[config.mk]
export PLATFORM = sky130hd
export DESIGN_NAME = datapath_sequencer
export DESIGN_NICKNAME = d
export VERILOG_FILES = /design/src/rtl/datapath_sequencer.sv
export SDC_FILE = /design/constraint.sdc
export NUM_CORES = 1
export LEC_CHECK = 0
export BUFFER_PORTS_ARGS = -buffer_cell sky130_fd_sc_hd__buf_4
export CAP_MARGIN = 0
export CORE_ASPECT_RATIO = 1.25
export CORE_UTILIZATION = 28
export CTS_BUF_LIST = sky130_fd_sc_hd__clkbuf_2
export CTS_CLUSTER_DIAMETER = 40
export DETAILED_ROUTE_END_ITERATION = 8
export GPL_TIMING_DRIVEN = 0
export PLACE_DENSITY_LB_ADDON = 0.1
export SYNTH_ARGS = -nofsm -noshare
export SYNTH_HDL_FRONTEND = slang
export SYNTH_SLANG_ARGS = --single-unit
[constraint.sdc]
create_clock -name Clk -period 3.75 [get_ports Clk]
set_input_delay 0 -clock Clk [delete_from_list [all_inputs] [get_ports Clk]]
set_output_delay 0 -clock Clk [all_outputs]
set_load 0.005 [all_outputs]
[src/rtl/datapath_sequencer.sv]
// Fetch/decode/execute controller for the datapath block: owns the PC, fetches
// instructions over a ready handshake, drives Opcode/RegWrite and keeps the ALU flags.
module datapath_sequencer #(
  parameter logic [15:0] RESET_PC = 16'h0000
) (
  input  logic        Clk,
  input  logic        Reset,
  input  logic [15:0] MemData,
  input  logic        MemReady,
  input  logic [4:0]  Flags,
  output logic [15:0] MemAddr,
  output logic        MemRead,
  output logic [15:0] Opcode,
  output logic        RegWrite,
  output logic        Cin,
  output logic        Halted,
  output logic [15:0] PC
);

  typedef enum logic [2:0] {StFetch, StDecode, StExec, StWb, StHalt} state_e;

  // Flag register bit positions
  localparam int unsigned FlagC = 0;
  localparam int unsigned FlagL = 1;
  localparam int unsigned FlagF = 2;
  localparam int unsigned FlagZ = 3;
  localparam int unsigned FlagN = 4;

  state_e      state_q, state_d;
  logic [15:0] pc_q, pc_d;
  logic [15:0] ir_q, ir_d;
  logic [4:0]  flags_q, flags_d;

  logic        is_branch;
  logic        is_cmp;
  logic        br_taken;
  logic [15:0] br_target;

  assign is_branch = (ir_q[15:12] == 4'hC);
  assign is_cmp    = (ir_q[15:12] == 4'h0) && (ir_q[7:4] == 4'hB);
  assign br_target = pc_q + {{8{ir_q[7]}}, ir_q[7:0]};

  always_comb begin
    br_taken = 1'b0;
    case (ir_q[11:8])
      4'h0:    br_taken = flags_q[FlagZ];
      4'h1:    br_taken = ~flags_q[FlagZ];
      4'h2:    br_taken = flags_q[FlagC];
      4'h3:    br_taken = ~flags_q[FlagC];
      4'h4:    br_taken = flags_q[FlagL];
      4'h5:    br_taken = ~flags_q[FlagL];
      4'h6:    br_taken = flags_q[FlagN];
      4'h7:    br_taken = ~flags_q[FlagN];
      4'h8:    br_taken = flags_q[FlagF];
      4'h9:    br_taken = ~flags_q[FlagF];
      4'hE:    br_taken = 1'b1;
      default: br_taken = 1'b0;
    endcase
  end

  always_ff @(posedge Clk or negedge Reset) begin
    if (!Reset) begin
      state_q <= StFetch;
      pc_q    <= RESET_PC;
      ir_q    <= 16'h0000;
      flags_q <= 5'b0;
    end else begin
      state_q <= state_d;
      pc_q    <= pc_d;
      ir_q    <= ir_d;
      flags_q <= flags_d;
    end
  end

  always_comb begin
    state_d = state_q;
    pc_d    = pc_q;
    ir_d    = ir_q;
    flags_d = flags_q;
    unique case (state_q)
      StFetch: begin
        if (MemReady) begin
          ir_d    = MemData;
          pc_d    = pc_q + 16'd1;
          state_d = StDecode;
        end
      end
      StDecode: begin
        if (ir_q == 16'hFFFF) begin
          state_d = StHalt;
        end else if (ir_q[15:12] <= 4'hC) begin
          state_d = StExec;
        end else begin
          state_d = StFetch;
        end
      end
      StExec: begin
        if (is_branch) begin
          if (br_taken) pc_d = br_target;
          state_d = StFetch;
        end else begin
          flags_d = Flags;
          state_d = is_cmp ? StFetch : StWb;
        end
      end
      StWb:    state_d = StFetch;
      StHalt:  state_d = StHalt;
      default: state_d = StFetch;
    endcase
  end

  // Outputs depend only on registered state; MemRead is additionally gated by reset.
  always_comb begin
    MemRead  = (state_q == StFetch) && Reset;
    MemAddr  = pc_q;
    PC       = pc_q;
    Cin      = flags_q[FlagC];
    RegWrite = (state_q == StWb);
    Halted   = (state_q == StHalt);
    Opcode   = 16'h0000;
    if ((state_q == StDecode) || (state_q == StExec) || (state_q == StWb)) begin
      Opcode = ir_q;
    end
  end

endmodule

==> flow_summary.yaml, run 1 <==
power:
  seqPwrFrac_pct: 32.6
  power.switching_mw: 1.12
  peakVddDrop_uv: 257
  pwr-share-comb_pct: 60.2
  power_density_nw_per_um2: 756
  p_sw_share_pct: 41.7
  clkPwrFrac_pct: 7.2
  power_leakage_nw: 1.69
  p_int_mw: 1.56
layout:
  final-seq-area_um2: 1000
  multi_input_area_um2: 1360
  fin_nets: 423
  syn2layout_area_growth_pct: 38.2
  layout-drive-gt1-share_pct: 30.7
  fillCellCount: 924
  finalInstanceArea_um2: 3540
  antenna_cells: 0
place:
  place_area_um2: 3280
  hpwl_mm: 4.87
  gp_congestion: 0.819
  port_buffers: 75
  dp_slack_ps: 693
timing:
  whs_ps: 105
  worst_slack_ps: 662
  min_period_over_period_pct: 82.4
  drv_slew: 0
  min_period_ps: 3090
  setup_violations: 0
  fin_setup_tns_ps: 0
  hold_viol: 0
  tightest_slew_ps: 539
  grt_setup_unrepaired: "false"
  relSlewSlack_pct: 64.1
  max_freq_ghz: 0.324
  skew_ps: 9.77
flow_run:
  maxCapViolations: 0
yosys:
  yosysTopAreaCellShare_pct: 39.1
  syn-cell-area_um2: 2560
  synth_fa_ha_area_share_pct: 4.20
  syn-num-nets: 318
  synthTopCellsByCount: "nand2_1 (56), dfrtp_1 (40), and2_1 (25), buf_4 (21), nor2_1 (18)"
  ys_types: 49
  synth_edf_count: 0
  ys.warnings.count: 0
  synth-compound-area-share_pct: 12.1
  synth_top_area_cell: "dfrtp_1"
  synth_mux_area_share_pct: 6.10
  synth_area_leaders: "dfrtp_1 (39%), nand2_1 (8.2%), buf_4 (6.2%), and2_1 (6.1%), mux2_2 (4.4%)"
  synth_most_common_cell: "nand2_1"
  yosys_register_bits: 40
  synth_simple_gate_area_share_pct: 26.8
  async_reset_ff_share_pct: 100
  netlist_instances: 286
  synth_top_family_by_area: "simple AND/OR/NAND/NOR gates"
  synthXorXnorAreaFrac_pct: 4.10
  syn_area_per_cell_um2: 8.96
  synthFlopType: "dfrtp_1"
  ys_seq_area_share_pct: 39.1
hold_path:
  hold_path.class: "input port to asynchronous set/reset pin"
setup_path:
  worstPathRequired_ps: 4040
  worstSetupStartpointType: "register"
  cp-end-kind: "register"
  crit_arrival_ps: 3380
  cp_max_fo: 9
  worst-setup-path-type: "register to register"
  worstRegToRegCells: 10
cts:
  numCtsBuffers: 5
  cts_tree: "yes"
  clkTransAtPathRegs_ps: 210
  clk_path_buf_depth: 2
  root_buffer: "clkbuf_2"
  cts-htree-levels: 2
  cts_resized: 0
  insertion_delay_ps: 390
  clock_sinks: 40
floorplanning:
  start_util_pct: 29.1
  die_h_um: 109
  core_area_um2: 8800
  io_pins: 76
  floorplan.die.width_um: 87.6
  die-area_um2: 9540
  rows: 38
detailed_routing:
  dr.pass1.iters: 4
  ant_nets: 0
  dr.first_iter.drc_count: 45
  routed_wl_mm: 6.68
  vias: 2329
  wl_per_cell_um: 13.1
  drc_errors: 0
  viasPerCell: 4.56
global_route:
  grt_max_degree: 42
  grtUsageTotal_pct: 14.8
  grt_pass1_vias: 2224
  grt_pass1_wl_mm: 10.9
  gr-total-overflow: 0
  antenna_found_initial: 0
outcome:
  outcome: "complete, no violations"
## routing by layer
metal / part of all wire (%) / GRT usage [%]
met2: 47 / 25.1
met3: 3.8 / 2.57
met4: 1.4 / 4.33
met1: 48 / 19.2
met5: 0 / 0
## power by group through the flow
stage	Combinational (mW)	Sequential [mW]	Clock (mW)
6_report	1.61	0.873	0.192
5_1_grt	1.79	0.909	0.219
4_1_cts	1.63	0.878	0.204
3_5_place_dp	1.60	0.889	0
3_3_place_gp	1.59	0.881	0
2_1_floorplan	1.03	0.808	0
## cells by family after synthesis
| family | after synthesis |
|---|---|
| adders and majority gates | 8 |
| buffers and inverters | 31 |
| AOI/OAI and AO/OA | 46 |
| DFF | 40 |
| and+or+nand+nor | 135 |
| muxes | 14 |
| xor gates and xnor gates | 12 |
## registers in the layout (all words and copies together), names as in the netlist
| name | count |
|---|---|
| state_q | 3 |
| MemAddr | 16 |
| ir_q | 16 |
| flags_q | 5 |
## through the flow
step	util (%)	power [mW]	cells
2_1_floorplan	-	1.83	286
3_3_place_gp	37.2	2.48	481
3_5_place_dp	37.2	2.49	481
4_1_cts	40.3	2.71	511
5_1_grt	40.3	2.92	511
6_report	40.3	2.68	511
## worst max-delay path, cell delays in order (launching register included)
cell and delay (ps):
dfrtp_1 520, nor3b_4 370, nand2b_1 110, ha_1 230, fa_1 430, a211oi_1 320, o21ai_0 210, nand2_1 240
mux2_1 370, a21oi_1 150, a31oi_1 50
## final cells by class
cell class              count  area share, %
multi-input cells         215           38.5
repair buffers             98           22.4
well taps                 120           4.24
clock inverters             1          0.141
flip-flops and latches     40           28.3
plain buffers              27           5.16
clock buffers               6          0.848
inverters                   4          0.424
## worst paths after layout
path | endpoint | start | slack (ps)
min reg2reg | MemAddr[15]$_DFFE_PN0P_ | MemAddr[15]$_DFFE_PN0P_ | 520
max | MemAddr[12]$_DFFE_PN0P_ | state_q[0]$_DFFE_PN0N_ | 660
min | MemAddr[5]$_DFFE_PN0P_ | Reset | 100
min in group Clk | ir_q[0]$_DFFE_PN0P_ | MemData[0] | 330
max in group asynchronous | ir_q[13]$_DFFE_PN0P_ | Reset | 3280
max reg2reg | MemAddr[12]$_DFFE_PN0P_ | state_q[0]$_DFFE_PN0N_ | 660
## cell usage in the layout, fill, tap and decap left out, types with 6 or more instances in the layout
cell	count
nor3_1	9
dfrtp_1	40
nor2_1	18
a21oi_1	10
nand2_1	56
clkbuf_2	6
ha_1	7
xnor2_1	12
dlygate4sd3_1	23
o21ai_0	9
buf_4	96
mux2_2	10
and2_1	25
## what timing repair did
action	CTS	global route
setup buffers	0	0
endpoints found under the hold margin	62	0
hold buffers	23	0
Power figures use the tool's default switching activity.
==> inputs of run 2 (changes only) <==
--- a/config.mk
+++ b/config.mk
@@ -5,6 +5,7 @@
 export SDC_FILE = /design/constraint.sdc
 export NUM_CORES = 1
 export LEC_CHECK = 0
+export ABC_AREA = 1
 export BUFFER_PORTS_ARGS = -buffer_cell sky130_fd_sc_hd__buf_4
 export CAP_MARGIN = 0
 export CORE_ASPECT_RATIO = 1.25
==> constraint.sdc (replaced) <==
create_clock -name Clk -period 3.1 [get_ports Clk]
set_input_delay 0 -clock Clk [delete_from_list [all_inputs] [get_ports Clk]]
set_output_delay 0 -clock Clk [all_outputs]
set_load 0.005 [all_outputs]
==> flow_summary.yaml, run 2 <==
outcome:
  outcome: "complete, no violations"
setup_path:
  critPathSlowestCell: "dfrtp_1"
  worstPathRequired_ps: 3460
  worst-path-buf-inv: 1
  crit_path_frequent_cell: "nand2_1"
  worstSetupStartpointType: "register"
  crit_arrival_ps: 2950
  worst-setup-path-type: "register to register"
  cp-end-kind: "register"
  cpPeakStageDelay_ps: 500
  crit_chain: "nor3_4 -> inv_2 -> nor2_1 -> ha_1 -> a21oi_1 -> nand2_1 -> nand3_1 -> nand3_1 -> nand2_1 -> nand2_1 -> nand2_1 -> nand3_1 -> nand3_1 -> nand2_1"
  cp_max_fo: 7
  crit_family: "simple AND/OR/NAND/NOR gates"
detailed_routing:
  dr.pass1.iters: 4
  drc_errors: 0
  routed_wl_mm: 7.73
  dr.first_iter.drc_count: 118
  vias: 2889
  wl_per_cell_um: 12.2
  viasPerCell: 4.56
  ant_nets: 0
yosys:
  yosysTopAreaCellShare_pct: 35.7
  synthTopCellsByCount: "nand2_1 (111), nor2_1 (54), inv_1 (50), dfrtp_1 (40), a21oi_1 (22)"
  synth_top_area_cell: "dfrtp_1"
  ys.warnings.count: 0
  yosys_register_bits: 40
  ys_types: 35
  synthFlopType: "dfrtp_1"
  syn_area_per_cell_um2: 7.03
  synth_edf_count: 0
  synth_area_leaders: "dfrtp_1 (36%), nand2_1 (15%), nor2_1 (7.2%), inv_1 (6.7%), buf_4 (4.3%)"
  netlist_instances: 399
  ys_seq_area_share_pct: 35.7
  async_reset_ff_share_pct: 100
  syn-cell-area_um2: 2800
  syn-num-nets: 431
  synth_most_common_cell: "nand2_1"
layout:
  syn2layout_area_growth_pct: 36.3
  antenna_cells: 0
  fin_nets: 538
  final_common_cell: "nand2_1"
  final_cell_mix: "nand2_1 (111), buf_4 (91), nor2_1 (54)"
  layout-drive-gt1-share_pct: 23.1
  layout.cells.non_filler: 633
floorplanning:
  floorplan.die.width_um: 91.5
  rows: 40
  core_area_um2: 9660
  io_pins: 76
  start_util_pct: 29.0
  die_h_um: 114
  die-area_um2: 10400
place:
  dp_slack_ps: 484
  hpwl_mm: 5.85
  numPlacedInstances: 600
  gp_congestion: 0.805
  port_buffers: 75
timing:
  min_period_ps: 2580
  hold_viol: 0
  setup_violations: 0
  skew_ps: 23.0
  tightest_slew_ps: 548
  grt_setup_unrepaired: "false"
  relSlewSlack_pct: 63.5
  min_period_over_period_pct: 83.4
  drv_slew: 0
  fin_setup_tns_ps: 0
  worst_slack_ps: 516
  max_freq_ghz: 0.387
power:
  power_density_nw_per_um2: 999
  peakVddDrop_uv: 372
  power_leakage_nw: 2.07
global_route:
  antenna_found_initial: 0
  gr-total-overflow: 0
  grt_pass1_vias: 2701
  grt_pass1_wl_mm: 12.9
  grt_max_degree: 42
  grtUsageTotal_pct: 15.5
flow_run:
  maxCapViolations: 0
hold_path:
  hold_path.class: "input port to asynchronous set/reset pin"
cts:
  cts_tree: "yes"
  clock_sinks: 40
  insertion_delay_ps: 420
  clkTransAtPathRegs_ps: 250
  ctsHoldBuffers: 25
  root_buffer: "clkbuf_2"
  numCtsBuffers: 5
  cts-htree-levels: 2
  postCtsSetupBuffers: 0
  clk_path_buf_depth: 2
  cts_resized: 0
[run 2: cell count changes after synthesis, moves of 10 or more]
cell     delta
a21oi_1    +12
and2_1     -25
inv_1      +46
mux2_2     -10
nand2_1    +55
nand3_1    +16
nand4_1    +12
nor2_1     +36
[run 2: routing by layer]
layer,GRT usage [%],routed length [µm]
met5,0,0
met4,3.49,70
met3,2.47,283
met2,29.0,4030
met1,18.5,3340
[run 2: worst paths after layout]
check / startpoint / endpoint / slack (ps) / cells past startpoint
max in group asynchronous: Reset / ir_q[6]$_DFFE_PN0P_ / 2660 / 2
max: state_q[2]$_DFFE_PN0N_ / MemAddr[13]$_DFFE_PN0P_ / 520 / 14
min: Reset / MemAddr[14]$_DFFE_PN0P_ / 50 / 2
min in group Clk: Flags[1] / flags_q[1]$_DFFE_PN0P_ / 300 / 4
max reg2reg: state_q[2]$_DFFE_PN0N_ / MemAddr[13]$_DFFE_PN0P_ / 520 / 14
min reg2reg: flags_q[4]$_DFFE_PN0P_ / flags_q[4]$_DFFE_PN0P_ / 530 / 2
[run 2: report_power, final]
| group | internal, mW | total [mW] | switching [mW] |
|---|---|---|---|
| sequential | 0.762 | 0.995 | 0.233 |
| clock | 0.0603 | 0.263 | 0.203 |
| combinational | 1.15 | 2.56 | 1.40 |
[run 2: through the flow]
step / power [mW] / utilization, % / hold WS (ps) / area [µm²]
after global routing: 4.23 / 39.6 / 81.0 / 3820
final: 3.82 / 39.6 / 51.0 / 3820
after CTS: 3.87 / 39.6 / 80.9 / 3820
after global placement: 3.55 / 36.5 / 31.9 / 3520
after detailed placement: 3.56 / 36.5 / 33.1 / 3520
after floorplan: 2.60 / - / -296 / 2800
[run 2: final cells by class]
type / count / area [µm²]
Fill cell: 1066 / 5840
Multi-Input combinational cell: 280 / 1420
Sequential cell: 40 / 1000
Timing Repair Buffer: 100 / 813
Inverter: 55 / 209
Buffer: 24 / 173
Tap cell: 126 / 158
Clock buffer: 6 / 30.0
Clock inverter: 2 / 16.3
[run 2: logic make-up after synthesis]
family	count (synthesis)	synth area share, %
buffers and inverters	79	13.6
AND/OR/NAND/NOR	212	32.2
adder cells (fa/ha/maj)	8	3.84
XOR/XNOR	10	3.12
AO/OA/AOI/OAI	50	11.5
flip-flops	40	35.7
